File: src/rtl/wb_stage.sv
// MEM/WB pipeline register with writeback select and load extraction.
// Optional WB_RETIRE_CNT_EN adds a 64-bit retired-instruction counter (instret).
module wb_stage #(
  parameter int              XLEN    = 32,
  parameter logic [XLEN-1:0] RST_PC4 = 32'h0000_0004
) (
  input  logic            clk,
  input  logic            rst_n,
  input  logic            stall,
  input  logic            flush,
  input  logic            in_valid,
  input  logic [XLEN-1:0] alu_result,
  input  logic [XLEN-1:0] mem_rdata,
  input  logic [XLEN-1:0] pc_plus4,
  input  logic [XLEN-1:0] imm,
  input  logic [1:0]      WB_sel,
  input  logic [2:0]      load_funct3,
  input  logic [4:0]      rd_addr,
  input  logic            reg_wen,
  output logic            wb_valid,
  output logic [4:0]      wb_rd,
  output logic            wb_wen,
  output logic [XLEN-1:0] wb_data,
  output logic            wb_misalign
`ifdef WB_RETIRE_CNT_EN
  ,
  output logic [63:0]     instret
`endif
);

  localparam logic [1:0] SEL_MEM = 2'b00;
  localparam logic [1:0] SEL_ALU = 2'b01;
  localparam logic [1:0] SEL_PC4 = 2'b10;

  localparam logic [2:0] F3_LB  = 3'b000;
  localparam logic [2:0] F3_LH  = 3'b001;
  localparam logic [2:0] F3_LW  = 3'b010;
  localparam logic [2:0] F3_LBU = 3'b100;
  localparam logic [2:0] F3_LHU = 3'b101;

  logic            valid_q;
  logic            wen_q;
  logic [4:0]      rd_q;
  logic [1:0]      sel_q;
  logic [2:0]      f3_q;
  logic [XLEN-1:0] alu_q;
  logic [XLEN-1:0] mem_q;
  logic [XLEN-1:0] pc4_q;
  logic [XLEN-1:0] imm_q;

  // Flush only kills valid/wen; the payload fields load as normal since they are don't-care in a bubble.
  always_ff @(posedge clk or negedge rst_n) begin
    if (!rst_n) begin
      valid_q <= 1'b0;
      wen_q   <= 1'b0;
      rd_q    <= '0;
      sel_q   <= '0;
      f3_q    <= '0;
      alu_q   <= '0;
      mem_q   <= '0;
      pc4_q   <= RST_PC4;
      imm_q   <= '0;
    end else if (flush || !stall) begin
      valid_q <= flush ? 1'b0 : in_valid;
      wen_q   <= flush ? 1'b0 : reg_wen;
      rd_q    <= rd_addr;
      sel_q   <= WB_sel;
      f3_q    <= load_funct3;
      alu_q   <= alu_result;
      mem_q   <= mem_rdata;
      pc4_q   <= pc_plus4;
      imm_q   <= imm;
    end
  end

  logic [1:0]      off;
  logic [7:0]      ld_byte;
  logic [15:0]     ld_half;
  logic [XLEN-1:0] ld_data;
  logic            misalign_raw;

  assign off = alu_q[1:0];

  always_comb begin
    ld_byte = mem_q[7:0];
    case (off)
      2'd0: ld_byte = mem_q[7:0];
      2'd1: ld_byte = mem_q[15:8];
      2'd2: ld_byte = mem_q[23:16];
      2'd3: ld_byte = mem_q[31:24];
      default: ld_byte = mem_q[7:0];
    endcase
    ld_half = off[1] ? mem_q[31:16] : mem_q[15:0];
  end

  always_comb begin
    ld_data      = mem_q;
    misalign_raw = 1'b0;
    case (f3_q)
      F3_LB:  ld_data = {{(XLEN-8){ld_byte[7]}}, ld_byte};
      F3_LBU: ld_data = {{(XLEN-8){1'b0}}, ld_byte};
      F3_LH: begin
        ld_data      = {{(XLEN-16){ld_half[15]}}, ld_half};
        misalign_raw = off[0];
      end
      F3_LHU: begin
        ld_data      = {{(XLEN-16){1'b0}}, ld_half};
        misalign_raw = off[0];
      end
      F3_LW: begin
        ld_data      = mem_q;
        misalign_raw = (off != 2'd0);
      end
      default: ld_data = mem_q;
    endcase
  end

  always_comb begin
    wb_data = imm_q;
    case (sel_q)
      SEL_MEM: wb_data = ld_data;
      SEL_ALU: wb_data = alu_q;
      SEL_PC4: wb_data = pc4_q;
      default: wb_data = imm_q;
    endcase
  end

  assign wb_valid    = valid_q;
  assign wb_rd       = rd_q;
  assign wb_misalign = valid_q && (sel_q == SEL_MEM) && misalign_raw;
  assign wb_wen      = valid_q && wen_q && (rd_q != 5'd0) && !wb_misalign;

`ifdef WB_RETIRE_CNT_EN
  // An entry retires on the edge it leaves the WB slot; held or faulting entries do not.
  always_ff @(posedge clk or negedge rst_n) begin
    if (!rst_n) begin
      instret <= '0;
    end else if (wb_valid && !stall && !wb_misalign) begin
      instret <= instret + 64'd1;
    end
  end
`endif

endmodule

File: config.mk
export PLATFORM = sky130hd
export DESIGN_NAME = wb_stage
export DESIGN_NICKNAME = d
export VERILOG_FILES = /design/src/rtl/wb_stage.sv
export SDC_FILE = /design/constraint.sdc
export NUM_CORES = 1
export LEC_CHECK = 0
export CORE_ASPECT_RATIO = 1.25
export CORE_MARGIN = 2
export CORE_UTILIZATION = 54
export CTS_BUF_LIST = sky130_fd_sc_hd__clkbuf_8
export DETAILED_ROUTE_END_ITERATION = 7
export GPL_TIMING_DRIVEN = 0
export PLACE_DENSITY = 0.88
export SLEW_MARGIN = 10
export SYNTH_ARGS = -nofsm -noshare
export SYNTH_HDL_FRONTEND = slang
export SYNTH_SLANG_ARGS = --single-unit
File: constraint.sdc
create_clock -name clk -period 5.92 [get_ports clk]
set_input_delay 1.776 -clock clk [delete_from_list [all_inputs] [get_ports clk]]
set_output_delay 1.776 -clock clk [all_outputs]
set_load 0.02 [all_outputs]
-- Word-level counts from Yosys, hierarchy flattened
Cells that the tools add are included.
W data, S select, Z words.
- bits in registers: 140
- output and inout bits: 40
- word-level logic and storage cells: 39
- muxes and demuxes: 7
- equality and inequality tests: 9
- reduce and logical (&&, ||, !) cells: 14
- operators by type and width (operator ; number):
    $pmux W32 S4 ; 1
    $pmux W32 S3 ; 1
    $pmux W8 S4 ; 1
    $mux W16 ; 1
    $eq A2 B2 Y1 const B ; 3
    $eq A3 B3 Y1 const B ; 2
    $logic_and A1 B1 Y1 ; 5
    $reduce_bool A5 Y1 ; 1
    $eq A2 B1 Y1 const B ; 2
    $logic_not A2 Y1 ; 2
    $eq A3 B1 Y1 const B ; 1
    $eq A3 B2 Y1 const B ; 1
    $logic_not A3 Y1 ; 1
    $logic_not A1 Y1 ; 2
    $mux W1 ; 2
    $pmux W1 S2 ; 1
    $reduce_bool A2 Y1 ; 1
    $reduce_or A2 Y1 ; 1
    $logic_or A1 B1 Y1 ; 1

-- Depth between registers and ports, before layout
Gate-level depths: netlist of run 1.
- depth after elaboration: 6
- depth in mapped cells: 7

-- Worst setup path before layout of run 1
Ideal clock, no wire load.
- path type: reg-to-output
- from: reg alu_q[1]
- to: out wb_data[10]
- data required time: 4.144 ns
- arrival time: 1.659 ns
- slack: 2.485 ns
- stages on the path, launching flop included: 8
- path through: dfrtp_1 buf_2 buf_4 buf_4 nor3b_1 o21ai_0 o2111ai_1 a31oi_1
- word-level cells in the longest chain between the ends: 4
- elaborated cells between the ends (all ways): 8
- those cells by class: eq/ne (3); mux (4); reduce/logical (1)
- ends and longest elaborated chain (item ; line ; RTL):
    start: declaration ; 46 ; logic [XLEN-1:0] alu_q;
    start signal: assignment ; 69 ; alu_q <= alu_result;
    $eq A2 B2 Y1 (tied with other cells) ; 86 ; case (off)
    $pmux W8 S4 ; 86 ;
    $pmux W32 S4 (*) ; 99 ; case (f3_q)
    $pmux W32 S3 (*) ; 120 ; case (sel_q)
    end: declaration ; 23 ; output logic [XLEN-1:0] wb_data,
Every way passes the cells marked *; elsewhere a longest branch is shown, timed or not.

-- Worst setup path in the final report of run 1
- from: reg sel_q[1]
- to: out wb_data[10]
- word-level cells in the longest chain between the ends: 2
- elaborated cells between the ends (all ways): 4
- those cells by class: eq/ne (2); mux (1); reduce/logical (1)
- ends and longest elaborated chain (item ; line ; RTL):
    start: declaration ; 44 ; logic [1:0] sel_q;
    start signal: assignment ; 67 ; sel_q <= WB_sel;
    $eq A2 B2 Y1 (tied with other cells) ; 120 ;
    $pmux W32 S3 (*) ; 120 ;
Marked as above.

==> results of run 1 <==
final timing paths:
kind | start | endpoint | cells after the start
max reg2reg | sel_q[0] | sel_q[0] | 4
min reg2reg | alu_q[6] | alu_q[6] | 1
min in group asynchronous | rst_n | alu_q[11] | 1
max | sel_q[1] | wb_data[10] | 6
max in group asynchronous | rst_n | pc4_q[2] | 2
min | alu_q[6] | alu_q[6] | 1
stage by stage:
stage | power [mW] | cell area, um^2 | setup slack (ns) | hold WS [ns] | utilization, %
after floorplan | 1.39 | 6690 | 2.48 | 0.472 | -
after global routing | 2.60 | 9190 | 0.854 | 0.521 | 75.9
after global placement | 1.67 | 8720 | -2.16 | 0.484 | 72.1
after CTS | 2.52 | 9190 | 0.941 | 0.511 | 75.9
final | 2.51 | 9190 | 0.940 | 0.506 | 75.9
after detailed placement | 1.68 | 8750 | 1.41 | 0.493 | 72.3
area by class of cell:
cell class	count	area [um^2]	area share (%)
sequential	140	3500	38.1
multi-input combinational	345	2970	32.3
timing repair buffer	184	1860	20.2
clock buffer	22	303	3.30
tap	164	205	2.23
buffer	39	188	2.04
clock inverter	9	135	1.47
inverter	6	22.5	0.245
per-layer routing:
metal	GRT usage (%)	routed length [um]
met5	0	0
met4	10.2	513
met3	6.03	1020
met2	56.4	10600
met1	36.5	7560
cell families (layout without fill, tap and decap cells):
family	Yosys count	after routing	synth area share, %
AOI/OAI and AO/OA	98	98	10.0
buffers and inverters	45	260	3.14
DFF	140	140	52.4
muxes	164	164	28.0
and+or+nand+nor	83	83	6.44
report_power, final:
group	switching [mW]	internal [mW]
combinational	0.268	0.308
sequential	0.0574	1.04
clock	0.367	0.471
total	0.692	1.82
critical path: cells and delay by family, from the launching register on:
kind,cells,cell delay (ns)
AO/OA/AOI/OAI,2,0.48
buffers and inverters,3,1.39
flip-flops,1,0.37
AND/OR/NAND/NOR,1,0.51
registers in the layout, summed over array words and instances (netlist names):
signal / flops
alu_q: 32
imm_q: 32
mem_q: 32
pc4_q: 32
wb_rd: 5
f3_q: 3
sel_q: 2
wb_valid: 1
wen_q: 1
synthesized netlist by cell type, drive strengths merged:
library cell	instances	area share (%)
a21oi	22	1.7
nor2	21	1.2
a32oi	1	0.13
o221ai	3	0.39
o2111ai	6	0.79
buf	24	2.0
o211ai	3	0.34
clkbuf	15	0.84
o2bb2ai	1	0.13
a221oi	17	2.2
mux2i	27	4.0
o2111a	1	0.19
nand2b	3	0.28
a41o	1	0.15
nor3	1	0.075
mux4	5	1.7
or4	2	0.22
inv	6	0.34
o21ai	27	2.0
a311o	1	0.15
and3	1	0.094
a22oi	1	0.11
dfstp	1	0.39
nand2	23	1.3
a31oi	7	0.66
dfrtp	139	52
a311oi	1	0.13
nor3b	8	0.97
mux2	132	22
nor2b	7	0.66
a211oi	1	0.11
and2b	1	0.13
or2	16	1.5
o221a	4	0.67
a211o	1	0.13
layout by cell type (no fill, tap or decap), types with 2 or more instances in the layout:
cell | synthesis | layout
sky130_fd_sc_hd__bufinv_16 | 0 | 3
sky130_fd_sc_hd__mux2_2 | 132 | 132
sky130_fd_sc_hd__clkdlybuf4s50_1 | 0 | 182
sky130_fd_sc_hd__a21oi_1 | 21 | 21
sky130_fd_sc_hd__o21ai_0 | 27 | 27
sky130_fd_sc_hd__clkinv_4 | 0 | 2
sky130_fd_sc_hd__nor3b_1 | 7 | 7
sky130_fd_sc_hd__clkbuf_8 | 0 | 22
sky130_fd_sc_hd__dfrtp_1 | 139 | 139
sky130_fd_sc_hd__nor2_1 | 21 | 21
sky130_fd_sc_hd__buf_2 | 21 | 21
sky130_fd_sc_hd__or2_1 | 16 | 16
sky130_fd_sc_hd__mux4_2 | 5 | 5
sky130_fd_sc_hd__buf_4 | 2 | 2
sky130_fd_sc_hd__buf_6 | 1 | 2
sky130_fd_sc_hd__inv_1 | 5 | 5
sky130_fd_sc_hd__or4_1 | 2 | 2
sky130_fd_sc_hd__a221oi_1 | 17 | 17
sky130_fd_sc_hd__clkinvlp_4 | 0 | 3
sky130_fd_sc_hd__o221a_1 | 4 | 4
sky130_fd_sc_hd__nand2_1 | 22 | 22
sky130_fd_sc_hd__a31oi_1 | 7 | 7
sky130_fd_sc_hd__clkbuf_1 | 15 | 15
sky130_fd_sc_hd__o2111ai_1 | 6 | 6
sky130_fd_sc_hd__nor2b_1 | 7 | 7
sky130_fd_sc_hd__o211ai_1 | 3 | 3
sky130_fd_sc_hd__nand2b_1 | 3 | 3
sky130_fd_sc_hd__o221ai_1 | 3 | 3
sky130_fd_sc_hd__mux2i_1 | 27 | 27
==> run summary, run 1 <==
The repair_antennas step left the layout with diodes totalling 0. The final critical path time including I/O delays and setup works out to 4.98 ns. The tools report the cell at the root of the clock tree as sky130_fd_sc_hd__clkbuf_8. Clock latency on the worst-skew pair, taken at its later pin, is 0.44 ns. Dividing the final minimum period by the clock period gives 84.1%.

The class of the most critical setup path was reg2out. The signal on the critical path passes through clkbuf_1 -> nor2_1 -> clkbuf_1 -> o2111ai_1 -> a31oi_1 -> clkdlybuf4s50_1. Along the worst path, the maximum fanout reaches 10. The tools report the total global-route track usage as 30.7%. The number of nets in the synthesized netlist is 674. The finished layout holds 909 standard cells, fillers aside. The clock transition time at the flip-flop clock pins of the worst setup and hold paths came out at 0.08 ns.

The tools report the startpoint class of the critical path as a flip-flop. For this block, the via count after detailed routing is 5255. The transition at the pin with the smallest max-transition slack is 0.724 ns, and the data required time at the worst endpoint is 4.14 ns.

The run gives 877 as the number of nets in the layout. The logs give 0 for the initial antenna violation count and 819 for the layout filler cell count. Mean instance size in the synthesized netlist: 12.6 um^2.

The tool flagged a number of max-cap violations equal to 0. For this run the aggregate overflow at the end of global routing stands at 0. After clock tree synthesis, the repair step resized 0 gates.

The count of unresolved DRC violations after routing is 0. The maximum frequency from static timing analysis was 201 MHz. The total die area is 0.0133 mm^2, and the post-detailed-routing wire length is 19700 um. For the area of the core, the log shows 0.0121 mm^2.

The number of input and output port buffers inserted is 183, and the I/O pin count is 184. The worst setup path is captured at an output port. The die width came out at 104 um. Setup repair after global routing left no endpoint under its margin. The number of nets with antenna violations after detailed routing is 0.

The final routed wire length divided by cell count was 21.7 um. The flow ran to the end, and the final reports show no timing, DRC or antenna violations. The via count normalized by instance count was 5.78; the number of design-rule violations left by the first detailed-router iteration was 328. The critical path arrival was 3.20 ns. The number of buffers between clock root and the deepest sink was 2. The number of hold buffers added after CTS was 0. In this run, placement finished with an instance count of 878.

Routability-driven placement finished with a final weighted congestion of 0.927. Counting flops and latches in the post-synthesis netlist gives 140. For this design, the slowest cell found on the critical path is sky130_fd_sc_hd__clkdlybuf4s50_1.

The H-tree was split into 4 levels. The ratio of cells with drive above 1 in the final layout is 27.0%, and the final hold violation count is 0. The mapped netlist covers 0.00669 mm^2. TritonCTS built the clock tree. Once the clock tree was built, the setup fixing pass inserted 0 buffers.

The area growth from synthesis to layout is 37.5%. For this design the static power due to leakage is 3.79 nW. Sequential elements use 52.4% of the synthesized area. After legalization and detailed placement, the total HPWL measured 14900 um.

In this run the power density over the cells is 273 mW/mm^2. The first detailed-routing pass took 4 iterations. For this run, the slowest stage of the critical path takes 0.65 ns. The instance count of the mapped netlist was 530; the total of endpoints with negative setup slack in the final report was 0.

The tools report the wire length of the first global-routing pass as 31200 um. Buffers inserted during clock tree synthesis total 17. The initialized floorplan defines 45 standard-cell rows. The chip height was 128 um. Across the routed clock network, the largest skew measured is 0 ns. The tools report the initial standard-cell utilization of the core as 55.2%. In this run the register-to-register setup slack is 4.14 ns.

Final number of max-transition violations: 0. Across the VDD grid, the largest voltage drop is 0.223 mV. Most common cell type on the critical path: sky130_fd_sc_hd__clkbuf_1. Yosys mapped the design onto 41 distinct sky130hd cell types. Sum of negative setup slack: 0 ns.

The number of clock sinks seen by CTS was 140. The tightest min-delay check is of the reg2reg type. During synthesis, Yosys emitted a total of 0 warnings.

The tools report the worst slew margin relative to its limit as 51.7%. Entering global routing, the biggest net connects 78 pins. Number of global-route vias before repair: 5763.
(Power assumes the default switching activity.)
==> run 2, diff against run 1 <==
CORE_UTILIZATION = 45   (was 54)
PLACE_DENSITY = 0.79   (was 0.88)
clock period = 4.3 ns   (was 5.92 ns; I/O delays follow)
==> run 2 against run 1 <==
Net effect:
- the run now ends with design-rule violations left
- sequential share of layout area decreased by 0.16 points
- worst hold slack got worse by 0.0028 ns
- cell count grew 1.5%
- die area increased by 19%
- combinational power grew 37%
==> run summary, run 2 (same netlist as run 1, synthesis figures left out) <==
The run finished, with violations left. The final reports fail on design-rule violations. The worst slew margin relative to its limit came out at 60.5%.

In this run, post-CTS hold repair placed 0 buffers. The number of nets with antenna violations after detailed routing came out at 0. Post-CTS timing repair inserted 0 buffers for setup. The ratio of cells with drive above 1 in the final layout was 27.9%; the critical path arrival was 2.81 ns. The initial utilization of the core area, before any placement, comes to 46.2%. The clock reaches the later pin of the worst-skew pair after 0.45 ns. The transition at the pin with the smallest max-transition slack was 0.592 ns. The critical-path maximum fanout is 10, and the number of placement rows is 49.

The endpoint identified for the worst register-to-register timing path is sel_q[0]. The first element of the critical path was mem_q[31]. Per report_power, the combinational group accounts for 22.7% of the total.

Hold timing on the final database bottoms out at a slack of 0.504 ns. Summed over all cells, the static leakage comes to 3.82 nW. The first global-routing pass estimated 31500 um of wire.

The placed instances occupy a cell area of 0.00877 mm^2. The tree is rooted in a sky130_fd_sc_hd__clkbuf_8. Detailed routing inserted a total of 5268 vias. The run gives 44.8% as the met2 routing resource usage after global routing. Clock-pin slew was measured on the worst setup and hold paths at 0.08 ns. Data on the critical path is required at its endpoint by 3.01 ns.

In this run the number of H-tree levels came out at 4. Subtracting the final worst setup slack from the clock period gives 4.10 ns. Based on the critical path, the design can be clocked at up to 244 MHz. For the final hold violation count, the log shows 0.

Setup violations remaining at the end of the flow were counted as 0. After routing the design area is 0.00923 mm^2. The class of the worst hold path was reg2reg.

The setup check on the worst reg-to-reg path leaves a slack of 2.77 ns. The least setup slack across all paths after layout is 0.202 ns. The finished layout holds 923 standard cells, fillers aside.

For the number of global-route vias before repair, the log shows 5729. The clock net in this run drives a total of 140 sinks. Across the VDD grid, the largest voltage drop is 0.213 mV.

After the first detailed-routing iteration, the DRC count stood at 401. The tools report the design internal power as 2.53 mW. The cell count after placement is 892.

The tools report the part of the power in registers as 43.3%. The run gives 0 as the final number of max-transition violations. Dividing the detail-routed wire length by the instance count gives 21.6 um. The final critical path takes up 95.3% of the cycle. TritonCTS built the clock tree. Summed over all layers, the global routing overflow is 0. The run gives 876 as the number of nets in the layout.

Number of detailed-routing iterations run before antenna repair: 7. Global routing used 26.1% of the available tracks. For the final database, setup skew stands at 0 ns. The worst setup path is captured at an output port. The number of buffers between clock root and the deepest sink was 2.

Setup repair after global routing left no endpoint under its margin. Timing analysis after detailed placement gives a worst setup slack of 0.348 ns. Startpoint class of the critical path: a flip-flop. The floorplan step set the die height to 140 um.

The met3 usage came out at 6.01%. The tool flagged a number of max-cap violations equal to 0. The tools report the pin count of the biggest net entering global routing as 79.

The most critical setup path has its endpoint at wb_data[16]. The critical path is of the reg2out type. Relative to the synthesized area, the layout overhead comes to 38.0%. The number of cells on the worst reg-to-reg path was 4; the antenna diode count was 0.

I/O pin count: 184. The met1 demand-to-capacity share in global routing is 32.0%, and the global placer's final weighted congestion is 0.888. Leaving out fill and tap cells, the most frequent cell in the layout is sky130_fd_sc_hd__clkdlybuf4s50_1. The startpoint identified for the worst register-to-register timing path is sel_q[0]. The core region is 0.0145 mm^2. The count of unresolved DRC violations after routing came out at 17.

The library cells used most frequently in the layout, excluding fill and tap cells, are sky130_fd_sc_hd__clkdlybuf4s50_1, sky130_fd_sc_hd__dfrtp_1, sky130_fd_sc_hd__mux2_2. Net switching share of the total power: 27.4%. Buffers placed on the I/O ports in this run total 183. Using the TritonRoute via totals, the vias-per-cell ratio works out to 5.71.

Once layout is complete, the utilization of the core stands at 63.8%. The total die area is 0.0159 mm^2, and the power density over cell area is 377 mW/mm^2. The logs give 20000 um for the post-detailed-routing wire length and 955 uW for the switching power summed over all nets. In this run the most used layer during global routing was met2. The number of buffers added by the clock tree synthesis step came out at 17. The die width was 113 um. Summed over all nets, the half-perimeter wirelength after detailed placement is 15000 um.

In this run, the clock network consumes 34.0% of the power. The initial antenna violation count is 0.
==> run 2: layer usage <==
metal	wire, um	part of all wire (%)
met1	7700	39
met2	10200	51
met3	1420	7.1
met4	631	3.2
met5	0	0
==> run 2: power by group through the flow <==
stage                     clock network (mW)  logic (mW)  registers (mW)
after floorplan                            0       0.413            1.50
after global placement                     0       0.772            1.52
after detailed placement                   0       0.790            1.53
after CTS                               1.20       0.795            1.50
after global routing                    1.25       0.849            1.52
final                                   1.18       0.790            1.51
==> run 2: through the flow <==
stage                     total power, mW  setup TNS, ns
final                                3.48              0
after global routing                 3.62              0
after detailed placement             2.32              0
after floorplan                      1.92              0
after CTS                            3.50              0
after global placement               2.29        -477.73
==> run 2: critical path: stages, from the launching register on <==
cell and delay (ns):
sky130_fd_sc_hd__dfrtp_1 0.46, sky130_fd_sc_hd__mux4_2 0.58, sky130_fd_sc_hd__o2111a_2 0.37, sky130_fd_sc_hd__buf_6 0.16, sky130_fd_sc_hd__or2_1 0.23, sky130_fd_sc_hd__clkdlybuf4s50_1 0.54
==> run 2: layout make-up <==
| type | instances | area, um^2 |
|---|---|---|
| multi-input cells | 345 | 2970 |
| clock buffers | 20 | 275 |
| well taps | 178 | 223 |
| inverters | 6 | 22.5 |
| fillers | 1154 | 5240 |
| repair buffers | 184 | 1860 |
| plain buffers | 38 | 198 |
| flip-flops and latches | 140 | 3500 |
| clock inverters | 12 | 170 |
==> run 2: timing repair <==
action | in CTS | in global routing
endpoints found under the hold margin | 0 | 0
endpoints found under the setup margin | 9 | 20
resized for setup | 3 | 11
==> run 2: worst min-delay path by stage <==
stage              start         to  cells after the start  slack, ns
6_report        imm_q[1]   imm_q[1]                      1       0.50
5_1_grt        imm_q[24]  imm_q[24]                      1       0.53
4_1_cts         imm_q[1]   imm_q[1]                      1       0.51
3_5_place_dp    imm_q[1]   imm_q[1]                      1       0.49
3_3_place_gp    imm_q[0]   imm_q[0]                      1       0.49
2_1_floorplan  imm_q[15]  imm_q[15]                      1       0.47
==> run 3, diff against run 2 <==
--- a/config.mk
+++ b/config.mk
@@ -8,9 +8,8 @@
 export CORE_ASPECT_RATIO = 1.25
 export CORE_MARGIN = 2
-export CORE_UTILIZATION = 45
-export CTS_BUF_LIST = sky130_fd_sc_hd__clkbuf_8
+export CORE_UTILIZATION = 44
 export DETAILED_ROUTE_END_ITERATION = 7
 export GPL_TIMING_DRIVEN = 0
-export PLACE_DENSITY = 0.79
+export PLACE_DENSITY = 0.77
 export SLEW_MARGIN = 10
 export SYNTH_ARGS = -nofsm -noshare
==> constraint.sdc (replaced) <==
create_clock -name clk -period 4.3 [get_ports clk]
set_input_delay 0.86 -clock clk [delete_from_list [all_inputs] [get_ports clk]]
set_output_delay 0.86 -clock clk [all_outputs]
set_load 0.02 [all_outputs]
==> run 3 against run 2 <==
Net effect:
- the run now ends clean
- sequential power about the same
- clock power rose by 21%
- routed wire length increased by 0.81%
- first-iteration DRC count fell by 35%
- clock skew is the same
- worst hold slack lost 0.016 ns
- utilization fell by 1.2 points
- die area up 2.2%
- via count shrank 1.2%
- cell area increased by 1.3%
==> run summary, run 3 (same netlist as run 1, synthesis figures left out) <==
The logic depth of the worst path, buffers included works out to 6. Final setup skew: 0 ns. The logs give 261 for the number of design-rule violations left by the first detailed-router iteration and 0.300 mV for the peak supply drop. After filler insertion, the fill cell instance count of the layout stands at 1230. The endpoint class of the critical path is an output port. In this run, post-CTS hold repair placed 0 buffers. The number of violations of the max-capacitance limit is 0.

Setup repair after global routing left no endpoint under its margin. The met1 wire length is 8150 um. The number of cells on the worst reg-to-reg path is 4. In the finished design, the share of the clock period the worst path needs comes to 91.9%. The startpoint identified for the worst register-to-register timing path is sel_q[0]. Setup violations remaining at the end of the flow were counted as 0.

Measured against its own limit, the worst slew margin works out to 50.9%. After detailed placement, the total cell area comes to 0.00877 mm^2. Class of the worst hold path: in2async. The clock latency reported for the late side of the worst-skew pair was 0.41 ns; the delay contributed by the slowest stage of the critical path was 0.64 ns.

Number of buffers between clock root and the deepest sink: 2. Timing would allow up to 253 MHz. The run gives 0.00350 mm^2 as the sequential cell area. The endpoint of the worst-slack reg-to-reg timing path is sel_q[0].

Summed over all nets, the half-perimeter wirelength after detailed placement is 15300 um. The I/O pin count is 184. The library cell used most frequently in the layout, excluding fill and tap cells, is sky130_fd_sc_hd__clkdlybuf4s50_1.

The area added between synthesis and finish works out to 39.9%. The number of buffers added by the clock tree synthesis step was 17; the final routed wire length divided by cell count was 21.7 um. Power spread over the standard cell area amounts to 398 mW/mm^2. In this run the remaining antenna-violating nets after routing total 0. Across every metal layer, demand over resource in global routing totals 25.4%.

The run gives 0 as the final hold violation count. Summed over all nets, wire length on met3 after detailed routing comes to 969 um. In the final timing run, aggregate negative setup slack is 0 ns. The number of setup buffers added after CTS is 0. STA puts the critical path data required time at 3.44 ns. TritonCTS built the clock tree. After detailed routing, the met2 layer carries 10400 um of wire. The H-tree generated during clock tree synthesis spans 4 levels. For the pin with the worst max-slew slack, the measured transition is 0.736 ns.

In the final layout, the share of cells above drive strength 1 is 26.8%. The library cells used most frequently in the layout, excluding fill and tap cells, are sky130_fd_sc_hd__clkdlybuf4s50_1, sky130_fd_sc_hd__dfrtp_1, sky130_fd_sc_hd__mux2_2. Along the worst path, the maximum fanout reaches 10. For the number of clock sinks seen by CTS, the log shows 140.

The run finished with clean final reports. The initial standard-cell utilization of the core is 44.7%, and the number of nets in the layout is 877. The signal on the critical path passes through clkbuf_1 -> nor2_1 -> clkbuf_1 -> o2111ai_1 -> a31oi_1 -> clkdlybuf4s50_1. Counting both buffers and inverters, the worst setup path holds a total of 3. The pin count of the biggest net entering global routing was 82; the chip height was 142 um.

The number of input and output port buffers inserted was 183. In this run the top signal layer used is met4. Clock-pin slew was measured on the worst setup and hold paths at 0.06 ns.

Clock tree synthesis selected as its root buffer the cell sky130_fd_sc_hd__clkbuf_16. The tools report the initial antenna violation count as 0. The wire length of the first global-routing pass is 31100 um, and the multi-input logic area is 0.00297 mm^2.

Dividing the detail-routed via count by the number of cells gives 5.62. Subtracting the final worst setup slack from the clock period gives 3.95 ns. Data on the critical path arrives at its endpoint at 3.09 ns. The number of placement rows was 50; the leakage power was 3.85 nW.

The slowest cell on the critical path was sky130_fd_sc_hd__clkdlybuf4s50_1. The worst setup path is of the reg2out kind. For the number of global-route vias before repair, the log shows 5695. The pre-antenna-repair detailed-routing pass consisted of 5 iterations. Summed over all layers, the global routing overflow is 0.

The total via count after detailed routing is 5207, and the post-route worst hold slack is 0.488 ns. The routed design has 20100 um of wire. The area of the core was 0.0150 mm^2; the count of unresolved DRC violations after routing was 0. Antenna diode count: 0. The worst setup path is launched from a flip-flop.

The die width works out to 114 um. The most numerous cell type found on the critical path is sky130_fd_sc_hd__clkbuf_1. Grouping stages by cell kind, the critical path spends the most delay in buffers and inverters. At the end of routability-driven placement, the weighted congestion stood at 0.857.

The design draws 3.73 mW. The design area was 0.00935 mm^2. In this run the register-to-register setup slack is 2.55 ns.

The count of instances resized after the clock tree is built was 0; the total die area was 0.0162 mm^2. The final number of max-transition violations was 0.
-- run 3: changes by cell type in the layout (fill, tap and decap cells not counted), sizes merged --
cell and change:
clkinv +2, bufinv -2, buf +2, clkbuf -1, clkinvlp +1, inv -2
-- run 3: cell type report --
cell class              count  share of cell area, %
clock inverters            11                   1.28
multi-input cells         345                   31.8
inverters                   6                  0.241
plain buffers              39                   2.01
clock buffers              20                   4.88
flip-flops and latches    140                   37.5
repair buffers            184                   19.9
well taps                 182                   2.44
-- run 3: per-layer routing --
metal	vias to the layer above	GRT usage (%)
met2	181	44.5
li1	2362	-
met4	0	9.56
met1	2624	30.6
met3	40	5.30
met5	-	0
-- run 3: metrics by stage --
step | worst slack (ns) | instances | utilization (%)
CTS | 0.332 | 927 | 62.5
finish | 0.350 | 927 | 62.5
floorplan | 1.78 | 530 | -
global route | 0.182 | 927 | 62.5
global placement | -2.96 | 895 | 58.5
detailed placement | 0.752 | 896 | 58.7
-- run 3: worst max-delay path by stage --
stage	slack (ns)	startpoint	to
2_1_floorplan	1.78	alu_q[1]	wb_data[10]
3_3_place_gp	-2.96	rst_n	imm_q[11]
3_5_place_dp	0.75	sel_q[1]	wb_data[12]
4_1_cts	0.33	sel_q[1]	wb_data[12]
5_1_grt	0.18	sel_q[1]	wb_data[12]
6_report	0.35	sel_q[1]	wb_data[12]
-- run 3: report_power, final --
group	internal (mW)	leakage [nW]	switching (mW)	total [mW]
logic	0.423	1.94	0.365	0.788
registers	1.43	1.64	0.0788	1.51
clock network	0.878	0.278	0.551	1.43
